$ cat src/rtl/serdes_pkg.sv
// Shared encodings for the byte serializer and the UART TX path.
// State codes are exported as plain localparams so other blocks can decode them.
package serdes_pkg;

    localparam int BYTE_W = 8;

    localparam logic [1:0] IDLE = 2'd0;
    localparam logic [1:0] POP  = 2'd1;
    localparam logic [1:0] LOAD = 2'd2;
    localparam logic [1:0] SEND = 2'd3;

    typedef enum logic [1:0] {
        S_IDLE = IDLE,
        S_POP  = POP,
        S_LOAD = LOAD,
        S_SEND = SEND
    } state_t;

endpackage

$ cat src/rtl/fifo_word_serializer.sv
// Pops whole words from the FIFO read port and streams them out as bytes on valid/ready.
// One word is in flight at a time; the next pop only happens after its last byte is accepted.
module fifo_word_serializer
    import serdes_pkg::*;
#(
    parameter int WIDTH     = 64,
    parameter int LSB_FIRST = 1,
    parameter int CNT_W     = 16
) (
    input  logic             iclk,
    input  logic             irst,
    input  logic             fifo_empty,
    output logic             fifo_rden,
    input  logic [WIDTH-1:0] fifo_dout,
    output logic [7:0]       tx_data,
    output logic             tx_valid,
    input  logic             tx_ready,
    output logic             busy,
    output logic [CNT_W-1:0] words_sent
);

    localparam int NB    = WIDTH / BYTE_W;
    localparam int IDX_W = (NB > 1) ? $clog2(NB) : 1;

    state_t             state, state_nxt;
    logic [WIDTH-1:0]   sr;
    logic [WIDTH-1:0]   sr_shift;
    logic [IDX_W-1:0]   idx;
    logic               accept;
    logic               last_byte;

    // Byte presented on tx_data for a given register image.
    function automatic logic [7:0] head_byte(input logic [WIDTH-1:0] w);
        if (LSB_FIRST != 0) return w[BYTE_W-1:0];
        else                return w[WIDTH-1 -: BYTE_W];
    endfunction

    assign accept    = tx_valid & tx_ready;
    assign last_byte = (idx == IDX_W'(NB - 1));
    assign sr_shift  = (LSB_FIRST != 0) ? (sr >> BYTE_W) : (sr << BYTE_W);

    always_ff @(posedge iclk) begin
        if (irst) state <= S_IDLE;
        else      state <= state_nxt;
    end

    always_comb begin
        state_nxt = state;
        fifo_rden = 1'b0;
        busy      = 1'b1;
        case (state)
            S_IDLE: begin
                busy = 1'b0;
                if (!fifo_empty) state_nxt = S_POP;
            end
            S_POP: begin
                fifo_rden = 1'b1;
                state_nxt = S_LOAD;
            end
            S_LOAD: state_nxt = S_SEND;
            S_SEND: begin
                if (accept && last_byte)
                    state_nxt = fifo_empty ? S_IDLE : S_POP;
            end
            default: state_nxt = S_IDLE;
        endcase
    end

    // tx_valid is registered and tracks state==SEND exactly, so it never retracts mid-byte.
    always_ff @(posedge iclk) begin
        if (irst) begin
            sr         <= '0;
            idx        <= '0;
            tx_data    <= '0;
            tx_valid   <= 1'b0;
            words_sent <= '0;
        end else begin
            case (state)
                S_LOAD: begin
                    sr       <= fifo_dout;
                    idx      <= '0;
                    tx_data  <= head_byte(fifo_dout);
                    tx_valid <= 1'b1;
                end
                S_SEND: begin
                    if (accept) begin
                        sr      <= sr_shift;
                        tx_data <= head_byte(sr_shift);
                        if (last_byte) begin
                            idx        <= '0;
                            tx_valid   <= 1'b0;
                            words_sent <= words_sent + CNT_W'(1);
                        end else begin
                            idx <= idx + IDX_W'(1);
                        end
                    end
                end
                default: tx_valid <= 1'b0;
            endcase
        end
    end

endmodule

$ cat config.mk
export PLATFORM = sky130hd
export DESIGN_NAME = fifo_word_serializer
export DESIGN_NICKNAME = d
export VERILOG_FILES = /design/src/rtl/serdes_pkg.sv /design/src/rtl/fifo_word_serializer.sv
export SDC_FILE = /design/constraint.sdc
export NUM_CORES = 1
export LEC_CHECK = 0
export ABC_AREA = 1
export BUFFER_PORTS_ARGS = -buffer_cell sky130_fd_sc_hd__buf_4
export CORE_UTILIZATION = 45
export DETAILED_ROUTE_END_ITERATION = 10
export PLACE_DENSITY = 0.69
export SYNTH_ARGS = -nofsm -noshare
export SYNTH_HDL_FRONTEND = slang
export SYNTH_SLANG_ARGS = --single-unit
$ cat constraint.sdc
create_clock -name iclk -period 2.65 [get_ports iclk]
set_input_delay 0.265 -clock iclk [delete_from_list [all_inputs] [get_ports iclk]]
set_output_delay 0.265 -clock iclk [all_outputs]
set_load 0.01 [all_outputs]
After elaboration in Yosys (flattened, before gate mapping)
Index checks and enable logic that the tools add are counted.
{ "word_totals": {"n_memories": 0, "latchBits": 0, "mem_bits_rw": 0, "ff_bits": 94, "rom_bits": 0} }
{ "op_classes": {"div_mod_pow": 0, "multipliers": 0, "shift": 0, "mux": 16, "n_lt_le_gt_ge": 0, "n_eq_ne": 8, "addsub": 2, "reduce_logical": 7, "bitwise_logic": 1} }
{ "ops": {"columns": ["cell", "n"], "rows": [
  ["$pmux W64 S2", 1],
  ["$mux W64", 1],
  ["$add A16 B1 Y16 const B", 1],
  ["$pmux W8 S2", 1],
  ["$mux W8", 1],
  ["$ne A2 B2 Y1 const B", 4],
  ["$pmux W2 S4", 1],
  ["$mux W3", 2],
  ["$pmux W3 S2", 1],
  ["$reduce_and A2 Y1", 3],
  ["$mux W1", 5],
  ["$eq A2 B2 Y1 const B", 2],
  ["$mux W2", 2],
  ["$add A3 B1 Y3 const B", 1],
  ["$eq A3 B3 Y1 const B", 1],
  ["$reduce_and A3 Y1", 1],
  ["$eq A2 B1 Y1 const B", 1],
  ["$logic_not A2 Y1", 1],
  ["$pmux W1 S2", 1],
  ["$reduce_bool A2 Y1", 1],
  ["$and A1 B1 Y1", 1],
  ["$logic_and A1 B1 Y1", 1]
]} }

Depth between registers and ports, before layout
{ "logic_depth": {"depth_word": 4, "ltp_mapped": 9, "depth_no_buf": 8} }

Worst setup path after synthesis
OpenSTA, ideal clock, no wires.
{ "synth_path": {"path_kind": "reg-to-reg", "start": "register state[0]", "end": "register sr[13]", "path_buffers": 3, "setup_ps": 74, "setup_slack_ps": 1249, "arrival_ps": 1327, "required_time_ps": 2576, "path_stages_with_launch": 9, "period_less_slack_ps": 1401, "cell_sequence": "dfxtp_1 -> inv_1 -> ha_1 -> buf_2 -> nand2_2 -> nand2_4 -> buf_6 -> buf_4 -> a31oi_1"} }
{ "synth_via": {"elab_chain_cells": 3} }
{ "synth_rtl": {"columns": ["element", "line", "rtl"], "rows": [
  ["start: declaration", "fifo_word_serializer.sv:25", "state_t state, state_nxt;"],
  ["start signal: assignment", "fifo_word_serializer.sv:44", "else state <= state_nxt;"],
  ["$eq A2 B2 Y1", "fifo_word_serializer.sv:78", "case (state)"],
  ["$ne A2 B2 Y1 (no source line) or $reduce_bool A2 Y1 (tied branches)", null, null],
  ["$reduce_and A2 Y1 (no source line)", null, null],
  ["end signal: assignment", "fifo_word_serializer.sv:80", "sr <= fifo_dout;"],
  ["end signal: assignment", "fifo_word_serializer.sv:87", "sr <= sr_shift;"],
  ["end: declaration", "fifo_word_serializer.sv:26", "logic [WIDTH-1:0] sr;"]
]} }
Several ways; a longest one is shown, not always the timed one.
A chain may end at the register's enable or synchronous reset.

Final worst setup path
{ "layout_path": {"start": "register state[0]", "end": "register sr[12]"} }
Same word-level chain as after synthesis.

==> reports/metrics.cfg <==
[run_status]
status = finished clean

[finish]
num_antenna_cells = 0
layout-drive-gt1-share = 0.210
final_cell_count_no_fill = 706
ff_latch_area_um2 = 1720
fillCellCount = 812
layout.nets = 672
multi_input_area_um2 = 1820
syn2layout_area_growth_pct = 21.7

[floorplan]
fp.dieW_um = 95.0
core_um2 = 8300
initial_core_util = 0.469
io_pins = 95
dieArea_um2 = 9030
fp.dieH_um = 95.0
row_count = 33

[worst_hold_path]
hold_path_class = input pin to flop
min-delay-start = fifo_dout[4]

[logic_synthesis]
ys_seq_elements = 86
synth-edff-count = 0
ys_top_cells_by_count = nand2_1, dfxtp_1, a31oi_1
synth.most_common_cell = nand2_1
synth_top_cell_by_area = dfxtp_1
synthDistinctLibCells = 25
synth.avg_cell_area_um2 = 7.35
yosys-top-cells-area = dfxtp_1, nand2_1, a31oi_1, o21ai_0, buf_4
yosysSeqAreaShare = 0.442
synthesis.area_um2 = 3890
syn_inst = 530
synth_ff_type = dfxtp_1
synth_nets = 606
synthArstFlopShare = 0
ys_warn_count = 0
synth.top_cell.area_share = 0.442

[clock_network]
cts_buffer_depth = 2
path_clk_slew_ns = 0.09
cts_tree = done
numCtsBuffers = 9
ctsHoldBuffers = 0
root_buffer = clkbuf_8
clk_latency_ns = 0.36
cts_num_sinks = 86
htreeDepth = 3
post_cts_buffers = 0
cts_resized = 0

[place]
port_buffers = 94
dpl.hpwl_mm = 6.23
place_inst = 690
pre_cts_slack_ns = 0.718
gp_congestion = 0.806

[route]
wire_per_inst_um = 13.1
drt_first_pass_iters = 4
routed_wl_mm = 9.25
ant_nets = 0
drt_iter0_markers = 137
via_per_inst = 5.20
drc_errors = 0
vias = 3674

[global_route]
track_usage = 0.207
grt_max_degree = 68
gr-total-overflow = 0
grt_pass1_vias = 3230
grt_pass1_wl_mm = 14.5
antenna_found_initial = 0

[timing]
tightest_slew_ns = 0.628
finalSetupTns_ns = 0
rsz0062_at_grt = no
drv_slew = 0
relSlewSlack = 0.581
finalHoldViolCount = 0
layout_setup_ws_ns = 0.659
fmax_mhz = 502
period_needed_ns = 1.99
finalCritPeriodShare = 0.751
clock_skew_ns = 0.00927
setup_viol = 0
fin_hold_ws_ns = 0.172

[power_and_ir_drop]
total_power_mw = 3.89
power_density_nw_per_um2 = 821
p_leak_nw = 2.05
peakVddDrop_mv = 0.443

[worst_setup_path]
worstReg2RegStart = state[0]
start_kind = flop
critical_path_class = flop to flop
setup.worst_path.end_class = flop
crit_arrival_ns = 2.27
cp.required_ns = 2.93
path_max_fanout = 42
crit_path_start = state[0]

[run]
cap_violations = 0

[worst paths after layout]
kind	depth (start not counted)	end	slack, ns
hold reg to reg	2	sr[57]	0.47
hold / removal	3	tx_data[4]	0.17
setup / recovery	7	sr[12]	0.66
setup reg to reg	7	sr[12]	0.66
[metal layers]
metal / global-route usage / up-vias / share of wire
met5: 0 / - / 0
met1: 0.263 / 1666 / 0.46
li1: - / 1910 / -
met4: 0.0795 / 0 / 0.011
met2: 0.345 / 91 / 0.48
met3: 0.0407 / 7 / 0.047
[cell families (layout without fill, tap and decap cells)]
logic type / Yosys count / count (layout) / synth area share
and+or+nand+nor: 224 / 224 / 0.240
adders and majority gates: 8 / 8 / 0.0257
buffers and inverters: 71 / 142 / 0.0925
DFF: 86 / 86 / 0.442
AOI/OAI and AO/OA: 141 / 141 / 0.200
[report_power, final]
group | total, mW | internal [mW] | switching (mW) | leakage (nW)
clock | 0.927 | 0.462 | 0.465 | 0.0955
sequential | 1.82 | 1.64 | 0.187 | 0.702
combinational | 1.14 | 0.465 | 0.674 | 1.25
[per-stage QoR]
step / util / area, um^2
after detailed placement: 0.547 / 4540
after global placement: 0.547 / 4540
after global routing: 0.571 / 4740
after CTS: 0.571 / 4740
after floorplan: - / 3890
final: 0.571 / 4740
[flip-flops by register name, indices dropped and copies added (netlist names)]
| name | cells |
|---|---|
| state | 2 |
| words_sent | 16 |
| idx | 3 |
| sr | 57 |
| tx_valid | 1 |
| tx_data | 7 |
[area by class of cell]
cell class                 count  share of cell area
multi-input combinational    373               0.383
sequential                    86               0.363
timing repair buffer          99               0.162
clock buffer                  11              0.0298
tap                          105              0.0277
inverter                      27              0.0214
clock inverter                 5              0.0124
[placed cells by master, fill, tap and decap left out, types with 2 or more instances in the layout]
cell type / n
nand4_1: 6
clkinvlp_4: 2
o21ai_0: 50
nor2_1: 36
a21oi_1: 19
buf_4: 97
clkbuf_8: 10
nand2_1: 152
a31oi_1: 56
inv_1: 23
inv_2: 3
buf_12: 2
dfxtp_1: 86
ha_1: 7
nand3_2: 3
nand3_1: 15
o21ai_1: 15
nor3_1: 7
[critical path: stages (launching register included)]
cell and delay (ns):
dfxtp_1 0.36, inv_1 0.13, ha_1 0.37, nand2_2 0.12, nand2_4 0.34, buf_4 0.30, o21ai_0 0.10, a31oi_1 0.18
No activity file was read; power rests on OpenSTA's default activity.
